**src/rtl/riscv_defines.sv**
```systemverilog
// Shared definitions for the fetch front end: FSM states, boot PC and the
// layout of the F->D pipeline register.
package riscv_defines;

  localparam logic [31:0] RESET_PC_DEFAULT = 32'h0000_0000;

  typedef enum logic [1:0] {
    FS_BOOT,
    FS_RUN,
    FS_HALT
  } fetch_state_t;

  typedef struct packed {
    logic [31:0] pc;
    logic [31:0] pcplus4;
    logic        valid;
    logic        instmisalign;
  } fd_reg_t;

endpackage

```
**src/rtl/next_pc_sel.sv**
```systemverilog
// Priority mux choosing the next fetch PC from trap, redirect, stall and
// sequential sources, gated by the fetch FSM state.
module next_pc_sel
  import riscv_defines::*;
#(
  parameter int XLEN = 32
) (
  input  fetch_state_t    state_i,
  input  logic            trap_en_i,
  input  logic [XLEN-1:0] trap_pc_i,
  input  logic            redirect_en_i,
  input  logic [XLEN-1:0] redirect_pc_i,
  input  logic            stall_f_i,
  input  logic [XLEN-1:0] pc_i,
  output logic [XLEN-1:0] pc_plus4_o,
  output logic [XLEN-1:0] next_pc_o
);

  // Wraps modulo 2^XLEN; targets are never realigned.
  assign pc_plus4_o = pc_i + XLEN'(4);

  always_comb begin
    // NOTE: every output gets a default first so no path can infer a latch.
    next_pc_o = pc_i;
    case (state_i)
      FS_RUN: begin
        if (trap_en_i)          next_pc_o = trap_pc_i;
        else if (redirect_en_i) next_pc_o = redirect_pc_i;
        else if (stall_f_i)     next_pc_o = pc_i;
        else                    next_pc_o = pc_plus4_o;
      end
      FS_HALT: begin
        if (trap_en_i) next_pc_o = trap_pc_i;
      end
      default: next_pc_o = pc_i;
    endcase
  end

endmodule

```
**src/rtl/fetch_stage.sv**
```systemverilog
// PC-generation stage: fetch FSM, architectural PC and the F->D metadata
// register that lines up with instruction memory's synchronous read.
module fetch_stage
  import riscv_defines::*;
#(
  parameter logic [31:0] RESET_PC = RESET_PC_DEFAULT,
  parameter int          XLEN     = 32
) (
  input  logic            clk,
  input  logic            start,
  input  logic            stall_f,
  input  logic            stall_d,
  input  logic            flush_d,
  input  logic            redirect_en,
  input  logic [XLEN-1:0] redirect_pc,
  input  logic            trap_en,
  input  logic [XLEN-1:0] trap_pc,
  input  logic            halt_req,
  input  logic            resume,
  output logic [XLEN-1:0] pc,
  output logic            instmisalign,
  output logic [XLEN-1:0] pc_d,
  output logic [XLEN-1:0] pcplus4_d,
  output logic            valid_d,
  output logic            instmisalign_d,
  output logic            halted
);

  fetch_state_t    state_q, state_d;
  logic [XLEN-1:0] pc_q, next_pc, pc_plus4;
  fd_reg_t         fd_q, fd_d;

  next_pc_sel #(.XLEN(XLEN)) u_next_pc_sel (
    .state_i       (state_q),
    .trap_en_i     (trap_en),
    .trap_pc_i     (trap_pc),
    .redirect_en_i (redirect_en),
    .redirect_pc_i (redirect_pc),
    .stall_f_i     (stall_f),
    .pc_i          (pc_q),
    .pc_plus4_o    (pc_plus4),
    .next_pc_o     (next_pc)
  );

  assign instmisalign = |pc_q[1:0];

  always_comb begin
    state_d = state_q;
    case (state_q)
      FS_BOOT: state_d = FS_RUN;
      FS_RUN:  if (halt_req && !trap_en) state_d = FS_HALT;
      FS_HALT: if (resume || trap_en) state_d = FS_RUN;
      default: state_d = FS_BOOT;
    endcase
  end

  // A misaligned or non-RUN fetch still records its PC for mepc/mtval.
  always_comb begin
    fd_d = fd_q;
    if (flush_d || instmisalign || (state_q != FS_RUN)) begin
      fd_d = '{pc: pc_q, pcplus4: pc_plus4, valid: 1'b0, instmisalign: instmisalign};
    end else if (!stall_d) begin
      fd_d = '{pc: pc_q, pcplus4: pc_plus4, valid: 1'b1, instmisalign: 1'b0};
    end
  end

  // NOTE: sequential state uses non-blocking assignments so all registers
  // update together from pre-edge values.
  always_ff @(posedge clk or negedge start) begin
    if (!start) begin
      state_q <= FS_BOOT;
      pc_q    <= RESET_PC;
      fd_q    <= '{pc: 32'h0, pcplus4: 32'h4, valid: 1'b0, instmisalign: 1'b0};
    end else begin
      state_q <= state_d;
      pc_q    <= next_pc;
      fd_q    <= fd_d;
    end
  end

  assign pc             = pc_q;
  assign pc_d           = fd_q.pc;
  assign pcplus4_d      = fd_q.pcplus4;
  assign valid_d        = fd_q.valid;
  assign instmisalign_d = fd_q.instmisalign;
  assign halted         = (state_q == FS_HALT);

endmodule
```
**config.mk**
```make
export PLATFORM = sky130hd
export DESIGN_NAME = fetch_stage
export DESIGN_NICKNAME = d
export VERILOG_FILES = /design/src/rtl/riscv_defines.sv /design/src/rtl/next_pc_sel.sv /design/src/rtl/fetch_stage.sv
export SDC_FILE = /design/constraint.sdc
export NUM_CORES = 1
export LEC_CHECK = 0
export BUFFER_PORTS_ARGS = -buffer_cell sky130_fd_sc_hd__buf_2
export CORE_ASPECT_RATIO = 0.6
export CORE_MARGIN = 2
export CORE_UTILIZATION = 46
export DETAILED_ROUTE_END_ITERATION = 8
export PLACE_DENSITY = 0.86
export RECOVER_POWER = 50
export REMOVE_ABC_BUFFERS = 1
export SKIP_LAST_GASP = 1
export SLEW_MARGIN = 5
export SYNTH_ARGS = -nofsm -noshare
export SYNTH_HDL_FRONTEND = slang
export SYNTH_SLANG_ARGS = --single-unit
```
**constraint.sdc**
```tcl
create_clock -name clk -period 2.9 [get_ports clk]
set_input_delay 0.435 -clock clk [delete_from_list [all_inputs] [get_ports clk]]
set_output_delay 0.435 -clock clk [all_outputs]
set_load 0.02 [all_outputs]
```
==> results.ini <==
[outcome]
status=completed

[cts]
ctsHtreeMaxLevel=3
cts_tree=built
cts-hold-fix-buffers=0
path_clk_slew_ps=60
clock_path_buffers=2
root_buffer=clkbuf_16
cts_resized=0
insertion_delay_ps=340
cts_buffers=9
cts.sinks=98
post_cts_buffers=0

[min_path]
hold_class=input port to flip-flop

[critical_path]
crit_family=simple AND/OR/NAND/NOR gates
r2r_start=state_q[1]
crit_end=pcplus4_d[11]
critPathLaunchType=flip-flop
worst-path-max-fanout=36
reg2reg_slack_ps=500
cp.arrival_ps=2590
setup.worst_path.start=state_q[1]
r2r-end=pcplus4_d[11]
criticalPathCategory=flip-flop to flip-flop
crit_cells=7
crit_path_max_incr_delay_ps=460
end_kind=flip-flop
critPathRequiredTime_ps=3100
rr_worst_depth=7
slowest_stage=nor4b_1
path_buf_inv=2
path_cells=inv_1 -> ha_1 -> nor4b_1 -> nand2_2 -> buf_4 -> nor2_1 -> a21oi_1

[route]
first_pass_iters=5
avgRoutedWirePerCell_um=17.2
antenna_left=0
totalWireLength_um=14900
via_count=4862
detail_route.iter0.violations=326
drc=0
via_per_inst=5.61

[synthesis]
yosys_register_bits=98
syn-cell-area_um2=5200
yosysWarnings=0
syn_inst=593
ys.flop_type=dfrtp_1
yosysSeqAreaShare_pct=47.2
async_flop_share_pct=100
synth_cell_types=55
syn_avg_cell_area_um2=8.77
synth_edf_count=0

[finish]
final_common_cell=buf_2
syn2layout_area_growth_pct=20.0
diodes=0
drive_gt1_share_pct=23.5
final_util_pct=56.0
nets=796
fillers=1033
mostFrequentLayoutCells=121 x buf_2, 120 x nand2_1, 97 x dfrtp_1, 57 x nor2_1, 50 x clkbuf_1
fin_area_um2=6240

[timing]
setup_violations=0
max_clock_freq_ghz=0.417
min_period_ps=2400
relSlewSlack_pct=14.8
grt_setup_unrepaired=no
fin_skew_ps=8.74
slew_viol_final=0
tns_ps=0
worstMarginPinSlew_ps=1280
finalHoldViolations=0
fin_ws_ps=504
post-route-period-util_pct=82.6

[placement]
place_congestion=0.854
dpl_cell_area_um2=5970
place_hpwl_um=10800
port_buffers=172
pre_cts_slack_ps=574

[floorplan]
placementRows=30
dieArea_um2=12200
die_x_um=141
initial_core_util_pct=46.6
die_h_um=86.4
coreArea_um2=11100
ios=173

[pwr]
ir_drop_mv=0.565
p_leak_nw=2.93
power_w=0.00774
powerDensity_nw_per_um2=1240

[global_routing]
grt_max_degree=53
grt_pass1_wl_um=23400
grt_pass1_vias=4475
grt-ovfl-total=0
gr-usage-all-layers_pct=24.6
antenna_found_initial=0

[run]
drv_cap=0

layout make-up:
class,count,area (um2),area share [%]
Clock inverter,6,113,1.80
Tap cell,144,180,2.89
Clock buffer,10,239,3.83
Multi-Input combinational cell,410,2290,36.6
Sequential cell,98,2450,39.3
Inverter,11,41.3,0.661
Timing Repair Buffer,188,928,14.9
worst reg2reg max path, stage by stage, from the launching register on:
cell and delay (ps):
dfrtp_1 370, inv_1 110, ha_1 210, nor4b_1 460, nand2_2 460, buf_4 410, nor2_1 170, a21oi_1 60
registers in the layout (all words and copies together) (netlist names):
register and flops:
instmisalign_d 1, pc 32, pc_d 32, pcplus4_d 30, state_q 2, valid_d 1
logic make-up after synthesis:
group | Yosys count | share of synthesized area (%)
buf+inv | 85 | 9.07
compound gates | 135 | 17.0
fa+ha+maj | 5 | 1.20
mux | 1 | 0.217
simple gates | 246 | 21.4
xor+xnor | 23 | 3.87
flops | 98 | 47.2
stage by stage:
step | hold slack (ps) | std cells
after floorplan | 139 | 519
after global placement | 446 | 851
after detailed placement | 453 | 851
after CTS | 122 | 867
after global routing | 310 | 867
final | 311 | 867
worst min-delay path by stage:
stage	startpoint	to	cells past startpoint
after floorplan	start	instmisalign_d	0
after global placement	pc_d[18]	pc_d[18]	2
after detailed placement	pc_d[18]	pc_d[18]	2
after CTS	start	pc[13]	1
after global routing	stall_d	valid_d	2
final	stall_d	valid_d	2
Yosys cell counts, types with 8 or more instances:
| library cell | count | area (um2) |
|---|---|---|
| nand2_1 | 121 | 454 |
| dfrtp_1 | 97 | 2430 |
| nor2_1 | 57 | 214 |
| buf_4 | 35 | 263 |
| o21ai_0 | 34 | 170 |
| a21oi_1 | 33 | 165 |
| clkbuf_1 | 32 | 120 |
| xnor2_1 | 18 | 158 |
| nand3_1 | 15 | 75.1 |
| and3_1 | 12 | 75.1 |
| inv_1 | 11 | 41.3 |
| nor3_1 | 10 | 50.1 |
| o2bb2ai_1 | 9 | 78.8 |
| a22o_1 | 8 | 70.1 |
per-layer routing:
metal	track usage, %	part of all wire (%)	wire length (um)	vias to the layer above
met1	35.8	46	6800	2338
li1	-	-	-	2263
met5	0	0	0	-
met3	6.80	10	1560	5
met4	4.27	0.47	70	0
met2	37.6	43	6470	256
power by group:
| group | total (W) | leakage, nW | internal [W] | switching (W) |
|---|---|---|---|---|
| clock | 0.00139 | 0.173 | 0.000870 | 0.000522 |
| sequential | 0.00277 | 1.19 | 0.00206 | 0.000713 |
| combinational | 0.00358 | 1.57 | 0.00124 | 0.00234 |
| total | 0.00774 | 2.93 | 0.00417 | 0.00358 |
No activity file was read; power rests on OpenSTA's default activity.
